### src/rtl/cross_bar_wrr_arbiter.sv
// Weighted round-robin bus arbiter with a registered one-hot grant and a one-cycle turnaround after each release.
// Optional build macro CROSS_BAR_WRR_PRIO_EN adds a prio input that narrows IDLE-time selection to prioritised requesters.
module cross_bar_wrr_arbiter #(
    parameter int MASTER_N = 4,
    parameter int WEIGHT_W = 4
) (
    input  logic                          clk,
    input  logic                          areset,
    input  logic [MASTER_N-1:0]           req,
    input  logic [MASTER_N-1:0]           last,
    input  logic [MASTER_N*WEIGHT_W-1:0]  weight,
`ifdef CROSS_BAR_WRR_PRIO_EN
    input  logic [MASTER_N-1:0]           prio,
`endif
    output logic [MASTER_N-1:0]           grant,
    output logic [$clog2(MASTER_N)-1:0]   grant_idx,
    output logic                          busy
);

    localparam int IDX_W = $clog2(MASTER_N);

    typedef enum logic {
        IDLE  = 1'b0,
        GRANT = 1'b1
    } state_t;

    state_t              r_state;
    state_t              w_state_nxt;
    logic [IDX_W-1:0]    r_ptr;
    logic [IDX_W-1:0]    w_ptr_nxt;
    logic [IDX_W-1:0]    r_idx;
    logic [IDX_W-1:0]    w_idx_nxt;
    logic [IDX_W-1:0]    w_sel;
    logic [IDX_W-1:0]    w_idx_inc;
    logic [WEIGHT_W-1:0] r_credit;
    logic [WEIGHT_W-1:0] w_credit_nxt;
    logic [WEIGHT_W-1:0] w_weight_sel;
    logic [MASTER_N-1:0] r_grant;
    logic [MASTER_N-1:0] w_grant_nxt;
    logic [MASTER_N-1:0] w_cand;
    logic                r_armed;
    logic                w_found;

    function automatic logic [IDX_W-1:0] wrapAdd(input logic [IDX_W-1:0] base, input int off);
        int s;
        s = int'(base) + off;
        if (s >= MASTER_N) begin
            s = s - MASTER_N;
        end
        return IDX_W'(s);
    endfunction

    // Prioritised requesters win selection only when at least one of them is asking.
`ifdef CROSS_BAR_WRR_PRIO_EN
    assign w_cand = (|(req & prio)) ? (req & prio) : req;
`else
    assign w_cand = req;
`endif

    always_comb begin
        w_found = 1'b0;
        w_sel   = '0;
        for (int k = 0; k < MASTER_N; k++) begin
            if (!w_found && w_cand[wrapAdd(r_ptr, k)]) begin
                w_found = 1'b1;
                w_sel   = wrapAdd(r_ptr, k);
            end
        end
    end

    assign w_weight_sel = weight[int'(w_sel)*WEIGHT_W +: WEIGHT_W];
    assign w_idx_inc    = wrapAdd(r_idx, 1);

    // Every release (last with final credit, or dropped req) passes through IDLE for one cycle.
    always_comb begin
        w_state_nxt  = r_state;
        w_ptr_nxt    = r_ptr;
        w_idx_nxt    = r_idx;
        w_credit_nxt = r_credit;
        w_grant_nxt  = r_grant;
        case (r_state)
            IDLE: begin
                if (r_armed && w_found) begin
                    w_state_nxt         = GRANT;
                    w_grant_nxt         = '0;
                    w_grant_nxt[w_sel]  = 1'b1;
                    w_idx_nxt           = w_sel;
                    w_ptr_nxt           = w_sel;
                    w_credit_nxt        = (w_weight_sel == '0) ? WEIGHT_W'(1) : w_weight_sel;
                end
            end
            GRANT: begin
                if (!req[r_idx]) begin
                    w_state_nxt  = IDLE;
                    w_grant_nxt  = '0;
                    w_ptr_nxt    = w_idx_inc;
                    w_credit_nxt = '0;
                end else if (last[r_idx]) begin
                    if (r_credit > WEIGHT_W'(1)) begin
                        w_credit_nxt = r_credit - WEIGHT_W'(1);
                    end else begin
                        w_state_nxt  = IDLE;
                        w_grant_nxt  = '0;
                        w_ptr_nxt    = w_idx_inc;
                        w_credit_nxt = '0;
                    end
                end
            end
            default: begin
                w_state_nxt = IDLE;
                w_grant_nxt = '0;
            end
        endcase
    end

    // r_armed holds off granting on the first edge after reset so that edge only samples req.
    always_ff @(posedge clk or posedge areset) begin
        if (areset) begin
            r_state  <= IDLE;
            r_ptr    <= '0;
            r_idx    <= '0;
            r_credit <= '0;
            r_grant  <= '0;
            r_armed  <= 1'b0;
        end else begin
            r_state  <= w_state_nxt;
            r_ptr    <= w_ptr_nxt;
            r_idx    <= w_idx_nxt;
            r_credit <= w_credit_nxt;
            r_grant  <= w_grant_nxt;
            r_armed  <= 1'b1;
        end
    end

    assign grant     = r_grant;
    assign grant_idx = r_idx;
    assign busy      = (r_state == GRANT);

endmodule

### config.mk
export PLATFORM = sky130hd
export DESIGN_NAME = cross_bar_wrr_arbiter
export DESIGN_NICKNAME = d
export VERILOG_FILES = /design/src/rtl/cross_bar_wrr_arbiter.sv
export SDC_FILE = /design/constraint.sdc
export NUM_CORES = 1
export LEC_CHECK = 0
export ABC_AREA = 1
export CAP_MARGIN = 20
export CORE_ASPECT_RATIO = 1.1
export CORE_MARGIN = 10
export CORE_UTILIZATION = 44
export DETAILED_ROUTE_END_ITERATION = 10
export PLACE_DENSITY = 0.78
export SLEW_MARGIN = 20
export SYNTH_ARGS = -nofsm -noshare
export SYNTH_HDL_FRONTEND = slang
export SYNTH_SLANG_ARGS = --single-unit
### constraint.sdc
create_clock -name clk -period 1.65 [get_ports clk]
set_input_delay 0.33 -clock clk [delete_from_list [all_inputs] [get_ports clk]]
set_output_delay 0.33 -clock clk [all_outputs]
set_load 0.02 [all_outputs]
# After elaboration in Yosys (flattened, before gate mapping)
# Index checks and enable logic that the tools add are counted.
# word_totals
reg_bits,14
inputBits,26
output_inout_bits,7
wordCells,94
# classes
add_sub_neg,10
magnitude_cmp,13
eq_ne,3
n_shift,1
n_mux,48
bitwise,1
reduce_logical,12
# op_table
op,n
2-to-1 mux 4 bit,9
2-to-1 mux 2 bit,13
< comparator 2 x 3 -> 1 bit (second input constant),6
one-hot mux 4 bit (2 select lines),2
variable part select 16 x 5 -> 4 bit,1
2-to-1 mux 1 bit,15
binary-select mux 1 bit (select 2 bit),6
greater-or-equal comparator 3 bit (second input constant),4
subtractor 2 x 1 -> 2 bit (second input constant),5
adder 2 x 1 -> 3 bit (second input constant),2
adder 2 x 2 -> 3 bit (second input constant),2
logical AND 1 bit,5
> comparator 4 x 1 -> 1 bit (second input constant),1
zero test 4 bit,1
one-hot mux 2 bit (2 select lines),1
AND reduction 2 bit,2
subtractor 4 x 1 -> 4 bit (second input constant),1
greater-or-equal comparator 2 x 3 -> 1 bit (second input constant),1
zero test 1 bit,3
inequality test 3 x 2 -> 1 bit (second input constant),1
inequality test 3 bit (second input constant),1
AND reduction 3 bit,1
demux 1 bit (select 2 bit),1
greater-or-equal comparator 2 x 1 -> 1 bit (second input constant),1
3 further kinds,3

# Longest topological paths before layout
# Gate-level depths: netlist (run 1).
# logic_depth
ltp_word,20
ltp_mapped,16
ltp_nobuf,16

# Least setup slack after synthesis (run 1)
# No wires, ideal clock.
# synth_timing
path_type,register to register
start,register r_ptr[0]
end,register r_ptr[1]
setup_ps,123
arrival_time_ps,1623
t_required_ps,1527
setup_slack_ps,-95
path_stages_with_launch,15
path_buffers,0
synth_period_minus_slack_ps,1745
path_cell_list,dfrtp_1 inv_2 nand2_1 nand2_4 nand2_1 clkinv_1 nor2_2 nand3_4 nand2_4 a21oi_4 inv_4 nor2_8 o21ai_0 a21oi_1 a21oi_1
# synth_via
elab_chain_cells,17
elab_cells_between_ends,42
cone_classes,add/sub: 7; order compare: 4; eq/ne: 1; mux: 22; reduce/logical: 8
# synth_lines
element,line,text
"start, declared",29,logic [IDX_W-1:0] r_ptr;
"start signal, assigned",127,r_ptr <= w_ptr_nxt;
"parallel branches: the longest is 17 deep, another holds adder 2 x 1 -> 3 bit",--,
# Several ways; the timed one is not identified. The select of a mux whose other input is x is not followed.
# A chain may end at the register's enable or synchronous reset.

# Worst setup path in the final report (run 1)
# layout_timing
start,register r_ptr[0]
end,register r_credit[0]
# layout_via
elab_chain_cells,19
elab_cells_between_ends,45
cone_classes,add/sub: 7; order compare: 4; eq/ne: 1; shift: 1; mux: 23; reduce/logical: 9
# layout_lines
element,line,text
"parallel branches: the longest is 19 deep, another holds adder 2 x 1 -> 3 bit",--,
"end signal, assigned",129,r_credit <= w_credit_nxt;
"end, declared",35,logic [WEIGHT_W-1:0] r_credit;
# Several ways; the timed one is not identified. The select of a mux whose other input is x is not followed.

==> impl_metrics.toml, run 1 <==
[status]
status = "finished with violations"
violations = "setup timing"

[synth]
syn_area_sq_um = 1240
synth_area_per_cell_sq_um = 6.83
synth_top_cell_by_area = "dfrtp_1"
synth_top_area_frac = 0.282
synth_seq_cells = 14
synthArstFlopShare = 1.00
synth_ff_type = "dfrtp_1"
syn_inst = 182
synth_cell_types = 31
ys_seq_area_frac = 0.282
synth.net_count = 210
synth-edff-count = 0
ys_top_cells_by_area = "dfrtp_1, nand2_1, nand3_1"
synth_warnings = 0

[sta]
min_period_ns = 1.98
finalHoldViolations = 0
worst_slack_ns = -0.331
rsz0062_at_grt = "true"
maxSlewViolCount = 0
fin_crit_sh = 1.20
worstMarginPinSlew_ns = 0.580
setup_viol = 13
skew_ns = 0.0167
fmax_mhz = 505
slew_headroom = 0.613

[worst_setup_path]
cp-end-kind = "flop"
worst-path-max-fanout = 7
startpoint = "r_ptr[0]$_DFFE_PP0P_"
r2r_cells = 16
cp-endpoint = "r_credit[0]$_DFFE_PP0P_"
crit_arrival_ns = 2.23
r2r_setup_slack_ns = -0.33
cp-start-kind = "flop"
r2r_start = "r_ptr[0]$_DFFE_PP0P_"
path_class = "reg -> reg"
worstPathRequired_ns = 1.90
r2r_end = "r_credit[0]$_DFFE_PP0P_"

[power]
power.total_mw = 4.89
peakVddDrop_uv = 1510
p_per_area_nw_per_um2 = 2460
leakage_nw = 1.01

[placed_design]
gp_congestion = 0.958
dpl.cell_count = 271
hpwlAfterDp_um = 2990
numPortBuffers = 32
dp_slack_ns = -0.595

[global_routing]
antenna_found_initial = 0
grt_pass1_vias = 1389
overflow = 0
grt_max_degree = 15
grt_usage = 0.138
grt_pass1_wl_um = 6080

[layout]
fillers = 225
final_cell_mix = "nand2_1, clkdlybuf4s50_1, buf_4"
syn2layout_area_growth_pct = 59.8
fin_cells = 281
fin_nets = 277
diodes = 0
layout-drive-gt1-share = 0.355
fin_util = 0.728
final_common_cell = "nand2_1"

[detailed_routing]
postRouteWirelength_um = 4080
dr.pass1.iters = 4
vias = 1461
drc_errors = 0
detail-route-antenna-nets = 0
wl_per_cell_um = 14.5
vias_per_cell = 5.20
drt_iter0_drc = 105

[floorplan]
io_pins = 33
initial_core_util = 0.456
fp-row-count = 20
chipHeight_um = 75.8
die-area_sq_um = 5360
die_x_um = 70.7
core_sq_um = 2730

[clock_network]
cts_tree = "built"
path_clk_slew_ns = 0.11
cts_inserted_buffers = 3
clock_latency_ns = 0.31
numClockSinks = 14
cts_root_buf = "clkbuf_4"
clk_path_buf_depth = 2
cts_hold_buf = 0
htreeDepth = 1

[worst_hold_path]
min_path_type = "in -> async"

[flow_run]
cap_violations = 0
==> metal layers <==
layer	vias up	wire length, um	global-route usage
li1	735	-	-
met1	681	1590	0.146
met2	34	2200	0.254
met3	11	189	0.0430
met4	0	95	0.0452
met5	-	0	0
==> worst max-delay path, stage by stage (launching register included) <==
cell      delay (ns)
dfrtp_2         0.45
buf_6           0.15
nand2_1         0.08
nand2_2         0.07
nand2_2         0.07
nand2_4         0.05
nor2_4          0.22
nand3_2         0.11
nand3_2         0.09
nand2_4         0.08
clkinv_4        0.08
nand3_1         0.08
nand2_2         0.10
nand3_2         0.07
nand2_1         0.05
nand2_1         0.06
a21oi_2         0.11
==> kinds of logic after synthesis <==
| family | Yosys count | synth area share |
|---|---|---|
| other cells | 1 | 0.00302 |
| fa+ha+maj | 2 | 0.0201 |
| compound gates | 31 | 0.149 |
| simple gates | 106 | 0.442 |
| flops | 14 | 0.282 |
| xor+xnor | 2 | 0.0141 |
| buf+inv | 26 | 0.0905 |
==> how the worst min path moves through the flow <==
stage | startpoint | to | slack [ns] | cells after the start
floorplan | areset | busy$_DFF_PP0_ | 0.22 | 1
global placement | grant[3]$_DFFE_PP0P_ | grant[3]$_DFFE_PP0P_ | 0.46 | 2
detailed placement | grant[3]$_DFFE_PP0P_ | grant[3]$_DFFE_PP0P_ | 0.47 | 2
CTS | areset | r_credit[2]$_DFFE_PP0P_ | 0.39 | 2
global route | areset | grant[2]$_DFFE_PP0P_ | 0.44 | 2
finish | areset | r_credit[2]$_DFFE_PP0P_ | 0.36 | 2
==> synthesized netlist by cell type, types with 2 or more instances <==
cell type and instances:
o31ai_1 2, nand3_1 17, dfrtp_1 14, nand4_1 6, nor2_1 10, a21oi_1 9, nand3_2 3, inv_1 19
ha_1 2, nand2_4 4, nand3_4 2, o21ai_0 14, nand2_2 5, nand2_1 56, inv_2 3
==> power breakdown <==
group | switching, mW | total, mW | internal (mW) | leakage [nW]
sequential | 0.120 | 0.616 | 0.496 | 0.170
clock | 0.138 | 0.273 | 0.135 | 0.0210
combinational | 2.38 | 4.01 | 1.63 | 0.819
==> metrics by stage <==
step           setup TNS (ns)  cell area, sq um  hold WS [ns]
2_1_floorplan          -0.492              1250         0.219
3_3_place_gp            -5.82              1790         0.463
3_5_place_dp            -6.44              1790         0.467
4_1_cts                 -2.14              1820         0.394
5_1_grt                 -4.97              1990         0.440
6_report                -3.42              1990         0.364
==> layout make-up <==
type	count	area, sq um	share of cell area
well taps	33	41.3	0.0208
repair buffers	60	538	0.271
multi-input cells	145	915	0.460
inverters	25	104	0.0523
flip-flops and latches	14	353	0.178
clock buffers	4	36.3	0.0183
==> what timing repair did <==
action / 4_1_cts / 5_1_grt
endpoints found under the setup margin: 16 / 15
setup buffers: 0 / 3
resized for setup: 10 / 37
pin swaps: 1 / 6
gates cloned: 0 / 3
==> flip-flops by register name, summed over array words and instances, names as in the netlist <==
name	cells
grant_idx	2
busy	1
r_ptr	2
grant	4
r_credit	4
r_armed	1
Power figures use the tool's default switching activity.
==> inputs of run 2 (changes only) <==
--- a/config.mk
+++ b/config.mk
@@ -9,9 +9,9 @@
 export CAP_MARGIN = 20
 export CORE_ASPECT_RATIO = 1.1
 export CORE_MARGIN = 10
-export CORE_UTILIZATION = 44
+export CORE_UTILIZATION = 50
 export DETAILED_ROUTE_END_ITERATION = 10
-export PLACE_DENSITY = 0.78
+export PLACE_DENSITY = 0.84
 export SLEW_MARGIN = 20
 export SYNTH_ARGS = -nofsm -noshare
 export SYNTH_HDL_FRONTEND = slang
==> constraint.sdc (replaced) <==
create_clock -name clk -period 2.54 [get_ports clk]
set_input_delay 0.508 -clock clk [delete_from_list [all_inputs] [get_ports clk]]
set_output_delay 0.508 -clock clk [all_outputs]
set_load 0.02 [all_outputs]
==> impl_metrics.toml, run 2 (synthesis gave the netlist of run 1 again) <==
[status]
status = "completed"

[sta]
fin_tns_setup_ns = 0
worstMarginPinSlew_ns = 0.525
setup_viol = 0
skew_ns = 0.00265
fmax_mhz = 444
min_period_ns = 2.25
rsz0062_at_grt = "false"
finalHoldViolations = 0
slew_headroom = 0.650
fin_crit_sh = 0.887
worst_slack_ns = 0.286
maxSlewViolCount = 0

[floorplan]
die_x_um = 67.6
fp-row-count = 18
io_pins = 33
core_sq_um = 2320
initial_core_util = 0.536
chipHeight_um = 72.3
die-area_sq_um = 4880

[clock_network]
clk_path_buf_depth = 2
htreeDepth = 1
cts_tree = "built"
path_clk_slew_ns = 0.08
cts_root_buf = "clkbuf_4"
clock_latency_ns = 0.29
post_cts_buffers = 0
numClockSinks = 14
cts_inserted_buffers = 3

[global_routing]
antenna_found_initial = 0
grt_pass1_wl_um = 5640
grt_usage = 0.141
grt_pass1_vias = 1292
overflow = 0
grt_max_degree = 15

[worst_setup_path]
r2r_cells = 14
worst-path-max-fanout = 9
cp-start-kind = "primary input"
cp-end-kind = "flop"
critPathMaxStageDelay_ns = 0.49
worstPathRequired_ns = 2.71
path_class = "in -> reg"
cp_common_cell = "nand2_1"
crit_slowest_cell = "clkdlybuf4s50_1"
crit_arrival_ns = 2.43
cp_cell_sequence = "clkdlybuf4s50_1 > inv_1 > nand2_1 > nand2_1 > nand2_1 > nand2_1 > nand2_1 > nand2_1 > nand2_4 > nand3_4 > nand2_1 > nand3_1 > nand2_1 > nor2_1 > o21ai_0 > o21ai_0"

[placed_design]
dp_slack_ns = 0.00242
hpwlAfterDp_um = 2850
numPortBuffers = 32
gp_congestion = 0.801

[layout]
fin_nets = 247
multi_input_area_sq_um = 781
final_common_cell = "nand2_1"
diodes = 0
layout-drive-gt1-share = 0.134
final_cell_mix = "nand2_1, clkdlybuf4s50_1, inv_1"
regArea_sq_um = 352
syn2layout_area_growth_pct = 30.4
fillers = 209

[detailed_routing]
vias_per_cell = 5.39
wl_per_cell_um = 13.8
detail-route-antenna-nets = 0
drt_iter0_drc = 97
dr.pass1.iters = 4
drc_errors = 0
vias = 1331
postRouteWirelength_um = 3420

[power]
internal_power_mw = 1.03
p_seq_frac = 0.179
peakVddDrop_uv = 1030
power_frac_comb = 0.767
p_sw_mw = 1.39
p_sw_frac = 0.575
p_per_area_nw_per_um2 = 1490
p_clk_frac = 0.054
leakage_nw = 0.796

[flow_run]
cap_violations = 0

[worst_hold_path]
hold_depth = 2
min_path_type = "reg -> reg"
-- run 2: cell types whose count changed in the layout (fill, tap and decap cells not counted), moves of 6 or more --
cell	before	now
nand2_2	16	5
buf_4	26	1
nand3_2	10	3
clkdlybuf4s50_1	26	32
nand3_1	11	17
nand2_1	41	56
-- run 2: layout make-up --
cell class | instances | share of cell area
multi-input combinational | 142 | 0.481
sequential | 14 | 0.217
timing repair buffer | 33 | 0.202
inverter | 25 | 0.0625
tap | 30 | 0.0231
clock buffer | 3 | 0.0139
-- run 2: critical path, delay by kind of cell --
family | cells | cell delay, ns
simple gates | 12 | 1.08
buf+inv | 2 | 0.57
compound gates | 2 | 0.26
-- run 2: power groups by stage --
| stage | Clock, mW | Combinational [mW] | Sequential (mW) |
|---|---|---|---|
| after floorplan | 0 | 1.40 | 0.436 |
| after global placement | 0 | 1.76 | 0.430 |
| after detailed placement | 0 | 1.84 | 0.434 |
| after CTS | 0.129 | 1.84 | 0.428 |
| after global routing | 0.136 | 2.08 | 0.450 |
| final | 0.130 | 1.85 | 0.433 |
-- run 2: metrics by stage --
stage / area [sq um] / util / hold slack, ns / total power, mW / std cells
3_3_place_gp: 1600 / 0.689 / 0.474 / 2.19 / 244
2_1_floorplan: 1240 / - / 0.397 / 1.84 / 182
5_1_grt: 1620 / 0.699 / 0.531 / 2.67 / 247
3_5_place_dp: 1600 / 0.689 / 0.469 / 2.27 / 244
4_1_cts: 1620 / 0.698 / 0.489 / 2.40 / 247
6_report: 1620 / 0.699 / 0.492 / 2.42 / 247
-- run 2: routing by layer --
layer / global-route usage / vias up / wire length [um]
li1: - / 669 / -
met1: 0.159 / 617 / 1340
met2: 0.258 / 34 / 1850
met3: 0.0353 / 11 / 185
met4: 0.0251 / 0 / 41
met5: 0 / - / 0
-- run 2: path summary, 6_finish.rpt --
path	endpoint	from	slack [ns]
min in group asynchronous	r_ptr[1]$_DFFE_PP0P_	areset	0.55
worst max register to register	r_credit[2]$_DFFE_PP0P_	r_ptr[0]$_DFFE_PP0P_	0.37
worst max-delay path	r_credit[2]$_DFFE_PP0P_	req[2]	0.29
worst min register to register	grant[3]$_DFFE_PP0P_	grant[3]$_DFFE_PP0P_	0.49
max in group asynchronous	r_ptr[0]$_DFFE_PP0P_	areset	1.62
worst min-delay path	grant[3]$_DFFE_PP0P_	grant[3]$_DFFE_PP0P_	0.49
-- run 2: timing repair --
item | CTS | global route
resized for setup | 0 | 1
hold buffers | 0 | 0
setup endpoints to repair | 0 | 1
==> inputs of run 3 (changes only) <==
--- a/config.mk
+++ b/config.mk
@@ -7,9 +7,10 @@
 export LEC_CHECK = 0
 export ABC_AREA = 1
 export CAP_MARGIN = 20
-export CORE_ASPECT_RATIO = 1.1
+export CORE_ASPECT_RATIO = 1.4
 export CORE_MARGIN = 10
 export CORE_UTILIZATION = 50
+export CTS_BUF_LIST = sky130_fd_sc_hd__clkbuf_8
 export DETAILED_ROUTE_END_ITERATION = 10
 export PLACE_DENSITY = 0.84
 export SLEW_MARGIN = 20
==> impl_metrics.toml, run 3 (synthesis gave the netlist of run 1 again) <==
[status]
status = "completed"

[worst_setup_path]
crit_slowest_cell = "clkdlybuf4s50_1"
worstPathRequired_ns = 2.67
cp-end-kind = "flop"
crit_arrival_ns = 2.42
cp-start-kind = "primary input"
path_class = "in -> reg"
critPathMaxStageDelay_ns = 0.51
r2r_setup_slack_ns = 0.32
worst-path-max-fanout = 9
cp_cell_sequence = "clkdlybuf4s50_1 > inv_1 > nand2_1 > nand3_1 > nand2_1 > inv_1 > nand3_4 > nand2_4 > a21oi_4 > inv_4 > nor2_8 > o21ai_0 > a21oi_1 > a21oi_1"

[sta]
setup_viol = 0
worst_slack_ns = 0.255
slew_headroom = 0.639
min_period_ns = 2.29
fmax_mhz = 438
worstMarginPinSlew_ns = 0.541
fin_crit_sh = 0.900
fin_tns_setup_ns = 0
maxSlewViolCount = 0
skew_ns = 0.000563
finalHoldViolations = 0
rsz0062_at_grt = "false"

[clock_network]
cts_resized = 0
cts_tree = "built"
cts_inserted_buffers = 3
clock_latency_ns = 0.24
htreeDepth = 1
clk_path_buf_depth = 2
path_clk_slew_ns = 0.06
cts_root_buf = "clkbuf_8"
cts_hold_buf = 0
post_cts_buffers = 0
numClockSinks = 14

[layout]
final_common_cell = "nand2_1"
fin_util = 0.693
diodes = 0
final_cell_mix = "nand2_1, clkdlybuf4s50_1, inv_1"
syn2layout_area_growth_pct = 33.3
design_area_sq_um = 1660
fin_nets = 247
layout-drive-gt1-share = 0.133

[placed_design]
dp_slack_ns = 0.0116
numPortBuffers = 32
hpwlAfterDp_um = 2950
post_dp_cell_area_sq_um = 1600
gp_congestion = 0.862

[floorplan]
initial_core_util = 0.520
io_pins = 33
chipHeight_um = 79.0
die-area_sq_um = 4910
fp-row-count = 21
die_x_um = 62.2
core_sq_um = 2390

[global_routing]
grt_max_degree = 15
overflow = 0
grt_pass1_wl_um = 5980
grt_usage = 0.144
antenna_found_initial = 0
grt_pass1_vias = 1314

[detailed_routing]
drt_iter0_drc = 78
dr.pass1.iters = 4
postRouteWirelength_um = 3520
wl_per_cell_um = 13.9
detail-route-antenna-nets = 0
vias = 1320
drc_errors = 0
vias_per_cell = 5.24

[flow_run]
cap_violations = 0

[power]
peakVddDrop_uv = 1080
leakage_nw = 0.812
p_per_area_nw_per_um2 = 1500
power.total_mw = 2.49

[worst_hold_path]
min_path_type = "reg -> reg"
## run 3: power breakdown
group	switching, mW	internal (mW)
logic	1.19	0.654
registers	0.111	0.319
clock network	0.0807	0.137
total	1.38	1.11
## run 3: per-layer routing
metal  up-vias  part of all wire  GRT usage
met1       618              0.38      0.146
met5         -                 0          0
met3         8             0.025     0.0253
met2        25              0.58      0.285
met4         0             0.022     0.0459
li1        669                 -          -
## run 3: final timing paths
check	cells after the start	startpoint	endpoint
max in group asynchronous	2	areset	grant[1]$_DFFE_PP0P_
worst max-delay path	14	req[3]	r_ptr[1]$_DFFE_PP0P_
min in group asynchronous	2	areset	r_credit[3]$_DFFE_PP0P_
worst max register to register	13	r_ptr[0]$_DFFE_PP0P_	r_credit[1]$_DFFE_PP0P_
worst min register to register	2	grant[0]$_DFFE_PP0P_	grant[0]$_DFFE_PP0P_
worst min-delay path	2	grant[0]$_DFFE_PP0P_	grant[0]$_DFFE_PP0P_
## run 3: critical path: cells and delay by family
| kind | cells | cell delay [ns] |
|---|---|---|
| simple gates | 6 | 0.64 |
| compound gates | 4 | 0.50 |
| buf+inv | 4 | 0.77 |
## run 3: cell type report
cell class | count | area (sq um)
fill | 208 | 733
clock buffer | 4 | 55.1
timing repair buffer | 33 | 328
multi-input combinational | 142 | 781
inverter | 25 | 101
tap | 34 | 42.5
sequential | 14 | 350
## run 3: stage by stage
step           std cells  hold slack (ns)
2_1_floorplan        182            0.397
3_3_place_gp         248            0.485
3_5_place_dp         248            0.503
4_1_cts              252            0.517
5_1_grt              252            0.548
6_report             252            0.518
==> patch (settings of run 2) <==
The option `CROSS_BAR_WRR_PRIO_EN` is turned on by a define.
--- a/src/rtl/cross_bar_wrr_arbiter.sv
+++ b/src/rtl/cross_bar_wrr_arbiter.sv
@@ -1,5 +1,7 @@
 // Weighted round-robin bus arbiter with a registered one-hot grant and a one-cycle turnaround after each release.
 // Optional build macro CROSS_BAR_WRR_PRIO_EN adds a prio input that narrows IDLE-time selection to prioritised requesters.
+`define CROSS_BAR_WRR_PRIO_EN
+
 module cross_bar_wrr_arbiter #(
     parameter int MASTER_N = 4,
     parameter int WEIGHT_W = 4
Interface: changed (added prio); port bits go from 33 to 37. The function was not compared with the original's and may differ.
==> patch against run 2 <==
  * Clock skew is 0.0014 ns lower
  * Area after synthesis is 0.80% higher
  * Critical path depth grew 3
  * Clock power increased by 23%
  * Setup slack lost 0.22 ns
  * Wire length is 36% higher
  * Non-clock buffer count is 31 higher
  * Via count is 23% higher
  * Count of clock-buffer cells in the layout up 1
  * Final area increased by 24%
  * Sequential share of layout area shrank 4.2 points
  * Sequential cell count is the same
  * Total power is 30% higher
  * First-iteration DRC count grew 53%
==> patch: results (changes against run 2) <==
Status
  – Status: complete, no violations (unchanged)

STA
  – Worst-margin pin slew: 0.545 ns (was 0.525 ns)
  – Hold slack: 0.560 ns (was 0.492 ns)
  – Clock Skew: 0.00121 ns (was 0.00265 ns)

Cells and area
  – Fin nets: 295 (was 247)
  – Fraction of layout cells with a size suffix above 1: 34.0% (was 13.4%)

GRT
  – Vias in the first global route: 1531 (was 1292)
  – Largest net degree at the start of global routing: 15 (unchanged)
  – Met1 Usage GRT: 19.7% (was 15.9%)
  – GR met2 Demand/Resource: 30.5% (was 25.8%)
  – Overall routing resource usage: 17.1% (was 14.1%)
  – Met3 usage: 3.69% (was 3.53%)
  – First-pass GRT wire length: 6800 um (was 5640 um)

Placement
  – Final GP Congestion: 0.888 (was 0.801)
  – HPWL after DPL: 3230 um (was 2850 um)
  – Port Buffers: 36 (was 32)

Yosys
  – Synth top cells by count: 48 x nand2_1, 24 x nand3_1, 22 x inv_1 (was 56 x nand2_1, 19 x inv_1, 17 x nand3_1)
  – Synth top area cells: dfrtp_1 28%, nand2_1 14%, nand3_1 9.6%, inv_1 6.6%, o21ai_0 6.4% (was dfrtp_1 28%, nand2_1 17%, nand3_1 6.8%, inv_1 5.7%, o21ai_0 5.6%)
  – Syn nets: 228 (was 210)
  – Number of distinct library cells after synthesis: 27 (was 31)
  – Post-synthesis sequential area ratio: 27.9% (was 28.2%)

Setup path
  – Crit path largest cell delay: 0.19 ns (was 0.49 ns)
  – R2R cell count: 16 (was 14)
  – Crit path DAT: 2.65 ns (was 2.43 ns)
  – R2R setup slack: 0.13 ns (was 0.37 ns)
  – CP Max Fanout: 7 (was 9)
  – CP max stage cell: clkdlybuf4s15_1 (was clkdlybuf4s50_1)

Routing
  – Iter 0 DRT Violations: 148 (was 97)
  – First-pass DRT Iterations: 5 (was 4)
  – Vias: 1633 (was 1331)
  – Met3 wire len: 337 um (was 185 um)
  – Met2 routed WL: 2330 um (was 1850 um)
  – Routed Wire Length: 4630 um (was 3420 um)
  – Met1 Routed Length: 1890 um (was 1340 um)

Min path
  – Hold Path Class: in -> async (was reg -> reg)

Power and ir drop
  – VDD IR max: 1380 uV (was 1030 uV)
  – Pleak: 1.01 nW (was 0.796 nW)

CTS
  – Cts repair resizes: 21 (was 0)
  – Post-CTS setup buffer count: 2 (was 0)

Job
  – MaxCap Viol Count: 0 (unchanged)
[patch: changes by cell type after synthesis, moves of 3 or more]
cell and change:
inv_1 +3, nand2_1 -8, nand2_2 +4, nand2_4 -4
nand3_1 +7, nor2_1 +9, o32ai_1 +3
[patch: per-stage QoR]
step                      utilization [%]  setup slack [ns]  instance area (sq um)  cells
after floorplan                         -             0.340                   1250    196
after global placement               78.3            -0.238                   1820    284
after detailed placement             78.3            -0.422                   1820    284
after CTS                            82.7           0.00284                   1920    290
after global routing                 86.6            -0.174                   2010    292
final                                86.6            0.0626                   2010    292
[patch: area by class of cell]
| class | instances | area [sq um] |
|---|---|---|
| multi-input combinational | 153 | 916 |
| timing repair buffer | 64 | 567 |
| fill | 130 | 310 |
| inverter | 27 | 101 |
| sequential | 14 | 352 |
| tap | 30 | 37.5 |
| clock buffer | 4 | 36.3 |
[patch: power by group]
group	switching, mW	total [mW]	internal (mW)	leakage (nW)
Combinational	1.46	2.53	1.07	0.819
Clock	0.0725	0.160	0.0873	0.0210
Sequential	0.132	0.458	0.326	0.174
Total	1.66	3.14	1.48	1.01
[patch: worst max-delay path by stage]
stage	startpoint	to	slack, ns
floorplan	req[2]	r_credit[0]	0.34
CTS	prio[3]	r_credit[0]	0.003
global placement	req[3]	r_credit[0]	-0.24
detailed placement	req[2]	r_credit[0]	-0.42
global route	req[3]	r_credit[2]	-0.17
finish	req[3]	r_credit[2]	0.06
[patch: cells by family after synthesis]
| kind of cell | after synthesis | share of synthesized area [%] |
|---|---|---|
| AOI/OAI and AO/OA | 35 | 16.4 |
| xor gates and xnor gates | 1 | 0.699 |
| adders and majority gates | 2 | 2.00 |
| buffers and inverters | 29 | 9.28 |
| DFF | 14 | 27.9 |
| other | 1 | 0.299 |
| and+or+nand+nor | 114 | 43.4 |
